===== config.mk =====
export PLATFORM = sky130hd
export DESIGN_NAME = up_down_monitor_flat
export DESIGN_NICKNAME = d
export VERILOG_FILES = /design/src/rtl/up_down_monitor_pkg.sv /design/src/rtl/up_down_monitor_if.sv /design/src/rtl/up_down_monitor_sat_counter.sv /design/src/rtl/up_down_monitor.sv /design/src/flat_wrapper.sv
export SDC_FILE = /design/constraint.sdc
export NUM_CORES = 1
export LEC_CHECK = 0
export ABC_AREA = 1
export CORE_ASPECT_RATIO = 0.75
export CORE_UTILIZATION = 60
export CTS_CLUSTER_DIAMETER = 30
export DETAILED_ROUTE_END_ITERATION = 7
export DONT_BUFFER_PORTS = 1
export GPL_TIMING_DRIVEN = 0
export MAX_ROUTING_LAYER = met4
export PLACE_DENSITY = 0.86
export SYNTH_ARGS = -nofsm -noshare
export SYNTH_HDL_FRONTEND = slang
export SYNTH_HIERARCHICAL = 1
export SYNTH_SLANG_ARGS = --single-unit

===== constraint.sdc =====
create_clock -name clk -period 7 [get_ports clk]
set_input_delay 1.4 -clock clk [delete_from_list [all_inputs] [get_ports clk]]
set_output_delay 1.4 -clock clk [all_outputs]
set_load 0.03 [all_outputs]

===== src/rtl/up_down_monitor_pkg.sv =====
// up_down_pkg: shared FSM state encoding, dir codes, step classes and the
// registered pulse bundle used by the up/down counter monitor.
package up_down_pkg;

  localparam int unsigned DIR_W = 2;

  typedef logic [DIR_W-1:0] dir_t;

  localparam dir_t DIR_IDLE = 2'b00;
  localparam dir_t DIR_UP   = 2'b01;
  localparam dir_t DIR_DOWN = 2'b10;

  // INIT means no previous sample has been captured yet.
  typedef enum logic [1:0] {
    ST_INIT = 2'd0,
    ST_IDLE = 2'd1,
    ST_UP   = 2'd2,
    ST_DOWN = 2'd3
  } state_e;

  // Classification of the modular difference between two samples.
  typedef enum logic [1:0] {
    STEP_HOLD = 2'd0,
    STEP_UP   = 2'd1,
    STEP_DOWN = 2'd2,
    STEP_JUMP = 2'd3
  } step_e;

  typedef struct packed {
    logic step_up;
    logic step_dn;
    logic wrap;
    logic jump;
    logic reversal;
  } pulse_t;

  // INIT and IDLE both report idle.
  function automatic dir_t dir_of(input state_e s);
    case (s)
      ST_UP:   dir_of = DIR_UP;
      ST_DOWN: dir_of = DIR_DOWN;
      default: dir_of = DIR_IDLE;
    endcase
  endfunction

endpackage


===== src/rtl/up_down_monitor_if.sv =====
// up_down_monitor_if: observed count input and tracking/statistics outputs.
//   master: drives ct/valid/clr, receives dir, pulses and counters
//   slave : the monitor side
interface up_down_monitor_if
  import up_down_pkg::*;
#(
  parameter int unsigned W  = 4,
  parameter int unsigned CW = 8
);

  logic [W-1:0]  ct;
  logic          valid;
  logic          clr;
  dir_t          dir;
  logic          step_up;
  logic          step_dn;
  logic          wrap;
  logic          jump;
  logic          reversal;
  logic [CW-1:0] run_len;
  logic [CW-1:0] up_cnt;
  logic [CW-1:0] dn_cnt;

  modport master (
    output ct, valid, clr,
    input  dir, step_up, step_dn, wrap, jump, reversal, run_len, up_cnt, dn_cnt
  );

  modport slave (
    input  ct, valid, clr,
    output dir, step_up, step_dn, wrap, jump, reversal, run_len, up_cnt, dn_cnt
  );

endinterface


===== src/rtl/up_down_monitor_sat_counter.sv =====
// sat_counter: registered counter with sync clear, load and saturating
// increment (priority clr > ld > inc).
//   clk, rst   : clock, async active-low reset
//   clr        : synchronous zero
//   ld, ld_val : synchronous load
//   inc        : increment, holds at all-ones
//   cnt        : registered count
module sat_counter #(
  parameter int unsigned CW = 8
) (
  input  logic          clk,
  input  logic          rst,
  input  logic          clr,
  input  logic          ld,
  input  logic [CW-1:0] ld_val,
  input  logic          inc,
  output logic [CW-1:0] cnt
);

  always_ff @(posedge clk or negedge rst) begin
    if (!rst) begin
      cnt <= '0;
    end else if (clr) begin
      cnt <= '0;
    end else if (ld) begin
      cnt <= ld_val;
    end else if (inc && (cnt != '1)) begin
      cnt <= cnt + CW'(1);
    end
  end

endmodule


===== src/rtl/up_down_monitor.sv =====
// up_down_monitor: watches samples from an up/down counter, tracks its
// direction, flags +1/-1 steps, wrap-around, loads (jumps) and reversals,
// and keeps run-length and saturating step statistics. Latency 1.
//   clk : rising-edge clock
//   rst : async active-low reset
//   mon : slave side of up_down_monitor_if (ct/valid/clr in, status out)
module up_down_monitor
  import up_down_pkg::*;
#(
  parameter int unsigned W  = 4,
  parameter int unsigned CW = 8
) (
  input  logic           clk,
  input  logic           rst,
  up_down_monitor_if.slave mon
);

  state_e        state_q;
  state_e        state_d;
  logic [W-1:0]  prev_q;
  logic [W-1:0]  prev_d;
  pulse_t        pulse_q;
  pulse_t        pulse_d;
  dir_t          dir_q;

  logic [W-1:0]  delta;
  step_e         step;

  logic          cnt_clr;
  logic          up_inc;
  logic          dn_inc;
  logic          run_inc;
  logic          run_ld;
  logic [CW-1:0] run_ld_val;

  // Modular difference between the new sample and the previous one.
  always_comb begin
    delta = W'(mon.ct - prev_q);
    if (delta == '0) begin
      step = STEP_HOLD;
    end else if (delta == W'(1)) begin
      step = STEP_UP;
    end else if (delta == '1) begin
      step = STEP_DOWN;
    end else begin
      step = STEP_JUMP;
    end
  end

  // State, previous sample and registered outputs.
  always_ff @(posedge clk or negedge rst) begin
    if (!rst) begin
      state_q <= ST_INIT;
      prev_q  <= '0;
      pulse_q <= '0;
      dir_q   <= DIR_IDLE;
    end else begin
      state_q <= state_d;
      prev_q  <= prev_d;
      pulse_q <= pulse_d;
      dir_q   <= dir_of(state_d);
    end
  end

  // Next-state, pulse and counter-control logic.
  always_comb begin
    state_d    = state_q;
    prev_d     = prev_q;
    pulse_d    = '0;
    cnt_clr    = 1'b0;
    up_inc     = 1'b0;
    dn_inc     = 1'b0;
    run_inc    = 1'b0;
    run_ld     = 1'b0;
    run_ld_val = '0;

    if (mon.clr) begin
      state_d = ST_INIT;
      cnt_clr = 1'b1;
    end else if (mon.valid) begin
      prev_d = mon.ct;
      if (state_q == ST_INIT) begin
        state_d = ST_IDLE;
      end else begin
        case (step)
          STEP_UP: begin
            pulse_d.step_up  = 1'b1;
            pulse_d.wrap     = (prev_q == '1);
            pulse_d.reversal = (state_q == ST_DOWN);
            up_inc           = 1'b1;
            state_d          = ST_UP;
            // Continuing a run extends it; any other entry restarts at 1.
            if (state_q == ST_UP) begin
              run_inc = 1'b1;
            end else begin
              run_ld     = 1'b1;
              run_ld_val = CW'(1);
            end
          end
          STEP_DOWN: begin
            pulse_d.step_dn  = 1'b1;
            pulse_d.wrap     = (prev_q == '0);
            pulse_d.reversal = (state_q == ST_UP);
            dn_inc           = 1'b1;
            state_d          = ST_DOWN;
            if (state_q == ST_DOWN) begin
              run_inc = 1'b1;
            end else begin
              run_ld     = 1'b1;
              run_ld_val = CW'(1);
            end
          end
          STEP_JUMP: begin
            pulse_d.jump = 1'b1;
            state_d      = ST_IDLE;
            run_ld       = 1'b1;
            run_ld_val   = '0;
          end
          default: begin
          end
        endcase
      end
    end
  end

  sat_counter #(.CW(CW)) u_run_len (
    .clk    (clk),
    .rst    (rst),
    .clr    (cnt_clr),
    .ld     (run_ld),
    .ld_val (run_ld_val),
    .inc    (run_inc),
    .cnt    (mon.run_len)
  );

  sat_counter #(.CW(CW)) u_up_cnt (
    .clk    (clk),
    .rst    (rst),
    .clr    (cnt_clr),
    .ld     (1'b0),
    .ld_val ('0),
    .inc    (up_inc),
    .cnt    (mon.up_cnt)
  );

  sat_counter #(.CW(CW)) u_dn_cnt (
    .clk    (clk),
    .rst    (rst),
    .clr    (cnt_clr),
    .ld     (1'b0),
    .ld_val ('0),
    .inc    (dn_inc),
    .cnt    (mon.dn_cnt)
  );

  assign mon.dir      = dir_q;
  assign mon.step_up  = pulse_q.step_up;
  assign mon.step_dn  = pulse_q.step_dn;
  assign mon.wrap     = pulse_q.wrap;
  assign mon.jump     = pulse_q.jump;
  assign mon.reversal = pulse_q.reversal;

endmodule


===== src/flat_wrapper.sv =====
// flat-port wrapper written by rule: the top's interface ports become plain ports
module up_down_monitor_flat import up_down_pkg::*;
#(
  parameter int unsigned W  = 4,
  parameter int unsigned CW = 8
)
  (clk, rst, mon_ct, mon_valid, mon_clr, mon_dir, mon_step_up, mon_step_dn, mon_wrap, mon_jump, mon_reversal, mon_run_len, mon_up_cnt, mon_dn_cnt);
  up_down_monitor_if #(.W(W), .CW(CW)) mon_i ();
  input  logic clk;
  input  logic rst;
  input wire logic [$bits(mon_i.ct)-1:0] mon_ct;
  input wire logic [$bits(mon_i.valid)-1:0] mon_valid;
  input wire logic [$bits(mon_i.clr)-1:0] mon_clr;
  output wire logic [$bits(mon_i.dir)-1:0] mon_dir;
  output wire logic [$bits(mon_i.step_up)-1:0] mon_step_up;
  output wire logic [$bits(mon_i.step_dn)-1:0] mon_step_dn;
  output wire logic [$bits(mon_i.wrap)-1:0] mon_wrap;
  output wire logic [$bits(mon_i.jump)-1:0] mon_jump;
  output wire logic [$bits(mon_i.reversal)-1:0] mon_reversal;
  output wire logic [$bits(mon_i.run_len)-1:0] mon_run_len;
  output wire logic [$bits(mon_i.up_cnt)-1:0] mon_up_cnt;
  output wire logic [$bits(mon_i.dn_cnt)-1:0] mon_dn_cnt;
  assign mon_i.ct = mon_ct;
  assign mon_i.valid = mon_valid;
  assign mon_i.clr = mon_clr;
  assign mon_dir = mon_i.dir;
  assign mon_step_up = mon_i.step_up;
  assign mon_step_dn = mon_i.step_dn;
  assign mon_wrap = mon_i.wrap;
  assign mon_jump = mon_i.jump;
  assign mon_reversal = mon_i.reversal;
  assign mon_run_len = mon_i.run_len;
  assign mon_up_cnt = mon_i.up_cnt;
  assign mon_dn_cnt = mon_i.dn_cnt;
  up_down_monitor #(.W(W), .CW(CW)) u_core (.clk(clk), .rst(rst), .mon(mon_i));
endmodule

# Word level (Yosys, flattened, before mapping)
# Index checks and enable logic that the tools add are counted.
[word_totals]
regBits = 37
inputBits = 8
out_inout_bits = 31
word_cells = 87
[op_classes]
add_sub_neg = 4
n_eq_ne = 13
n_mux = 48
bitwise = 1
reduce_logical = 10
[op_table]
columns = ["operator", "n"]
rows = [
  ["$mux 8", 10],
  ["$add 8x1->8 const B", 3],
  ["$ne 8x8->1 const B", 3],
  ["$mux 1", 23],
  ["$pmux 8 s2", 1],
  ["$mux 5", 3],
  ["$eq 2x2->1 const B", 6],
  ["$mux 2", 5],
  ["$eq 4x4->1 const B", 2],
  ["$logic_not 4->1", 2],
  ["$pmux 1 s2", 3],
  ["$pmux 2 s3", 1],
  ["$eq 4x1->1 const B", 1],
  ["$pmux 2 s2", 1],
  ["$reduce_bool 2->1", 2],
  ["$sub 4x4->4", 1],
  ["$logic_and 1x1->1", 3],
  ["$pmux 1 s3", 1],
  ["$reduce_bool 3->1", 1],
  ["$eq 2x1->1 const B", 1],
  ["$logic_not 2->1", 1],
  ["$reduce_and 2->1", 1],
  ["$not 1->1", 1],
]

# Logic depth before layout (Yosys ltp)
[logic_depth]
depth_word = 14
ltp_mapped = 21
mapped_depth_nobuf = 20

# Hierarchy
# The synthesis kept the hierarchy.
[modules_own_cells]
columns = ["module", "instances", "cells_each", "area_per_inst_um2", "seq_area_each_um2"]
rows = [
  ["sat_counter", 3, 91, 643.1, 200.2],
  ["up_down_monitor", 1, 102, 803.3, 325.3],
]

# Least setup slack after synthesis
# OpenSTA, ideal clock, no wires.
[synth_path]
kind = "input to register"
from = "input mon_ct[0]"
to = "register u_core.u_run_len.cnt[5]"
setup_ns = 0.066
arrival_time_ns = 3.939
t_required_ns = 6.934
setup_slack_ns = 2.995
cell_stages = 15
path_buffers = 0
path_cell_list = "inv_1 ha_1 fa_1 or2_2 nor2_1 nand3_1 nand2_1 inv_1 ha_1 or2_4 nor2_1 nand2_8 a21oi_4 nand2_1 nand2_1"
[synth_via]
elab_chain_len = 12
word_cells_on_any_way = 22
cone_classes = "add/sub: 1; eq/ne: 5; mux: 13; reduce/logical: 3"
[synth_rtl]
columns = ["element", "line", "source"]
rows = [
  ["from (decl)", "flat_wrapper.sv:11", "input wire logic [$bits(mon_i.ct)-1:0] mon_ct;"],
  ["$sub 4x4->4 *", "up_down_monitor.sv:38", "delta = W'(mon.ct - prev_q);"],
  ["$eq 4x4->1", "up_down_monitor.sv:43", "end else if (delta == '1) begin"],
  ["$mux 1", "up_down_monitor.sv:43", ""],
  ["$mux 2", "up_down_monitor.sv:41", "end else if (delta == W'(1)) begin"],
  ["$mux 2 *", "up_down_monitor.sv:39", "if (delta == '0) begin"],
  ["$eq 2x2->1 or $eq 2x1->1 (tied branches)", "up_down_monitor.sv:85", "case (step)"],
  ["$pmux 1 s2 *", "up_down_monitor.sv:85", ""],
  ["$mux 1 *", "up_down_monitor.sv:82", "if (state_q == ST_INIT) begin"],
  ["$mux 1 *", "up_down_monitor.sv:80", "end else if (mon.valid) begin"],
  ["$mux 1 *", "up_down_monitor.sv:77", "if (mon.clr) begin"],
  ["net u_core.run_inc", "up_down_monitor.sv:32", "logic run_inc;"],
  ["$logic_and 1x1->1 *", "up_down_monitor_sat_counter.sv:27", "end else if (inc && (cnt != '1)) begin"],
  ["$reduce_bool 3->1 (no source line) *", "--", ""],
  ["to (signal assigned)", "up_down_monitor_sat_counter.sv:26", "cnt <= ld_val;"],
  ["to (signal assigned)", "up_down_monitor_sat_counter.sv:28", "cnt <= cnt + CW'(1);"],
  ["to (decl)", "up_down_monitor_sat_counter.sv:17", "output logic [CW-1:0] cnt"],
]
# Mark *: on every way through the listed nets, which the timed path passes. The rest lies on a longest branch.
# A chain may end at the register's enable or synchronous reset.

# Worst setup path in the final report
[layout_path]
from = "input mon_ct[0]"
to = "register u_core.u_run_len.cnt[0]"
[layout_via]
elab_chain_len = 12
word_cells_on_any_way = 26
cone_classes = "add/sub: 1; eq/ne: 5; mux: 17; reduce/logical: 3"
[layout_rtl]
columns = ["element", "line", "source"]
rows = [
  ["$sub 4x4->4 *", "up_down_monitor.sv:38", ""],
  ["$eq 4x4->1", "up_down_monitor.sv:43", ""],
  ["$mux 1", "up_down_monitor.sv:43", ""],
  ["$mux 2", "up_down_monitor.sv:41", ""],
  ["$mux 2 *", "up_down_monitor.sv:39", ""],
  ["$eq 2x2->1 or $eq 2x1->1 (tied branches)", "up_down_monitor.sv:85", ""],
  ["$pmux 1 s3 *", "up_down_monitor.sv:85", ""],
  ["$mux 1 *", "up_down_monitor.sv:82", ""],
  ["$mux 1 *", "up_down_monitor.sv:80", ""],
  ["$mux 1 *", "up_down_monitor.sv:77", ""],
  ["net u_core.run_ld", "up_down_monitor.sv:33", "logic run_ld;"],
  ["$mux 8", "up_down_monitor_sat_counter.sv:25", "end else if (ld) begin"],
  ["$mux 8", "up_down_monitor_sat_counter.sv:23", "end else if (clr) begin"],
]
# Marks and branches as above.

==> impl_metrics.ini <==
[status]
outcome = finished clean

[worst_setup_path]
critical_path_class = in2reg
cp.depth = 18
crit_slowest_cell = fa_1
cp.arrival_ns = 4.19
reg2reg_slack_ns = 3.74
crit_start = mon_ct[0]
crit_required_ns = 7.19
ff2ff_path_depth = 17
crit_path_end_kind = flop
critPathTopFamily = simple AND/OR/NAND/NOR gates
critical_path.cell_chain = inv_1 -> ha_1 -> fa_1 -> or2_2 -> nor2_1 -> nand3_1 -> nand2_1 -> inv_1 -> ha_1 -> nand2_1 -> nand2_1 -> nor2_1 -> nor3_1 -> buf_2 -> nor2_2 -> nand2_4 -> nand2_2 -> o21ai_2
critPathLaunchType = input pin
critical_path.most_common_cell = nand2_1
r2r-end = u_core/u_run_len/cnt[0]$_DFFE_PN0P_
critPathMaxFanout = 9
endpoint = u_core/u_run_len/cnt[0]$_DFFE_PN0P_
regToRegStartpoint = u_core/prev_q[0]$_DFFE_PN0P_
path_buf_inv = 3
slowest_delay_ns = 0.47

[global_routing]
grt_pass1_vias = 2406
grt_first_pass_wirelength_um = 10300
grt_antenna_before_repair = 0
grt_max_degree = 38
overflow = 0
track_usage = 0.288

[die]
design.die.area_sq_um = 4830
start_util = 0.650
fp.coreArea_sq_um = 4200
rows = 20
num_io_pins = 39
die_width_um = 79.9
die_y_um = 60.4

[pwr]
ir_drop_uv = 157
p_leak_nw = 1.52
pwr_density_cell_nw_per_um2 = 187

[synth]
syn_inst = 375
synth_flop_cell = dfrtp_1
synth_edf_count = 0
async_flop_share = 1.00
synthesis.area_sq_um = 2730
avgSynthCellArea_sq_um = 7.29
netlist_top_cells_area = dfrtp_1 34%, nand2_1 17%, nand3_1 11%
synth_most_common_cell = nand2_1
ys_seq_area_frac = 0.339
ys_ff_latch = 37
synth_top_area_frac = 0.339
synthTopCellsByCount = 122 x nand2_1, 58 x nand3_1, 41 x inv_1
synth-warning-count = 6
synth_cell_types = 29
yosys.area.top_type = dfrtp_1

[final_layout]
area_growth_pct = 8.52
fill_cells = 326
drive_above_1_share = 0.143
layout.nets = 425
instances_no_fill = 460
diodes = 0

[drt]
viasPerCell = 5.39
routed_wl_um = 6070
num_vias = 2479
wire_per_inst_um = 13.2
postRouteAntennaNets = 0
initialDrtViolationCount = 124
first_pass_iters = 7
drcViolationCount = 0

[clocking]
cts.path.max_buffers = 2
cts_tree = yes
postCtsHoldBufs = 0
ctsResizeCount = 0
root_buffer = clkbuf_8
post_cts_buffers = 0
clock_latency_ns = 0.30
numCtsBuffers = 5
cts.clk_slew.worst_paths_ns = 0.08
clock-sinks = 37
cts_htree_levels = 2

[placed_design]
dp_cells = 454
port_buffers = 0
hpwlAfterDp_um = 4410
place.gp.congestion = 0.845

[min_path]
hold_path.class = reg2reg

[sta]
final-hold-violation-count = 0
rsz0062_at_grt = no
holdWs_ns = 0.595
slew_headroom = 0.665
period_share = 0.571
finalSetupViolCount = 0
fin_setup_tns_ns = 0
fmaxAchievable_ghz = 0.250
finalClockSkew_ns = 0.00834
worst_pin_slew_ns = 0.502
drv_slew = 0
min_period_ns = 4.00

[run]
maxCapViolations = 0
[worst min-delay path: stages, from the launching register on]
cell and delay, ns:
dfrtp_1 0.39, nor2_1 0.06, a21oi_1 0.11
[worst min path at each step]
stage | endpoint | startpoint | slack, ns | depth (start not counted)
final | u_core/prev_q[0]$_DFFE_PN0P_ | u_core/prev_q[0]$_DFFE_PN0P_ | 0.59 | 2
after floorplan | u_core/prev_q[0]$_DFFE_PN0P_ | u_core/prev_q[0]$_DFFE_PN0P_ | 0.54 | 2
after detailed placement | u_core/prev_q[0]$_DFFE_PN0P_ | u_core/prev_q[0]$_DFFE_PN0P_ | 0.58 | 2
after global placement | u_core/prev_q[0]$_DFFE_PN0P_ | u_core/prev_q[0]$_DFFE_PN0P_ | 0.57 | 2
after global routing | u_core/prev_q[2]$_DFFE_PN0P_ | u_core/prev_q[2]$_DFFE_PN0P_ | 0.66 | 2
after CTS | u_core/prev_q[0]$_DFFE_PN0P_ | u_core/prev_q[0]$_DFFE_PN0P_ | 0.60 | 2
[per-stage QoR]
step	area [sq um]	power, mW	setup slack (ns)	utilization
2_1_floorplan	2820	0.386	2.99	-
3_3_place_gp	2890	0.405	2.79	0.688
3_5_place_dp	2890	0.413	2.71	0.688
4_1_cts	2970	0.559	3.03	0.705
5_1_grt	2970	0.590	2.79	0.705
6_report	2970	0.556	3.00	0.705
[report_power, final]
| group | switching (mW) | internal [mW] |
|---|---|---|
| clock network | 0.0770 | 0.0656 |
| logic | 0.0821 | 0.0473 |
| registers | 0.0529 | 0.231 |
| total | 0.212 | 0.344 |
[cell usage in the layout (no fill, tap or decap), types with 7 or more instances in the layout]
cell,n
conb_1,25
o21ai_2,7
nor2_2,9
o21ai_0,10
ha_1,10
nor2_1,24
dfrtp_1,37
inv_1,41
nand3_1,58
nand2_1,122
[final cells by class]
type	instances	area (sq um)	area share
flip-flops and latches	37	926	0.312
inverters	44	165	0.0557
well taps	55	68.8	0.0232
clock buffers	5	68.8	0.0232
multi-input cells	315	1720	0.579
clock inverters	1	5.00	0.00169
plain buffers	3	15.0	0.00506
[registers in the layout, indices dropped and copies added, names as in the netlist]
signal                flops
u_core/u_dn_cnt/cnt       8
u_core/u_run_len/cnt      8
u_core/u_up_cnt/cnt       8
u_core/prev_q             4
u_core/mon.dir            2
u_core/state_q            2
u_core/mon.jump           1
u_core/mon.reversal       1
u_core/mon.step_dn        1
u_core/mon.step_up        1
u_core/mon.wrap           1
[routing by layer]
layer  global-route usage  part of all wire  wire (um)
met5                    -                 0          0
met1                0.345              0.46       2790
met4                0.135             0.022        136
met3               0.0586             0.057        347
met2                0.475              0.46       2800
[kinds of logic after synthesis]
family	Yosys count	share of synthesized area
AO/OA/AOI/OAI	33	0.0971
XOR/XNOR	4	0.0128
adder cells (fa/ha/maj)	11	0.0531
buffers and inverters	47	0.0659
flip-flops	37	0.339
multiplexers	3	0.0110
other	1	0.00137
AND/OR/NAND/NOR	239	0.420
Power figures use the tool's default switching activity.
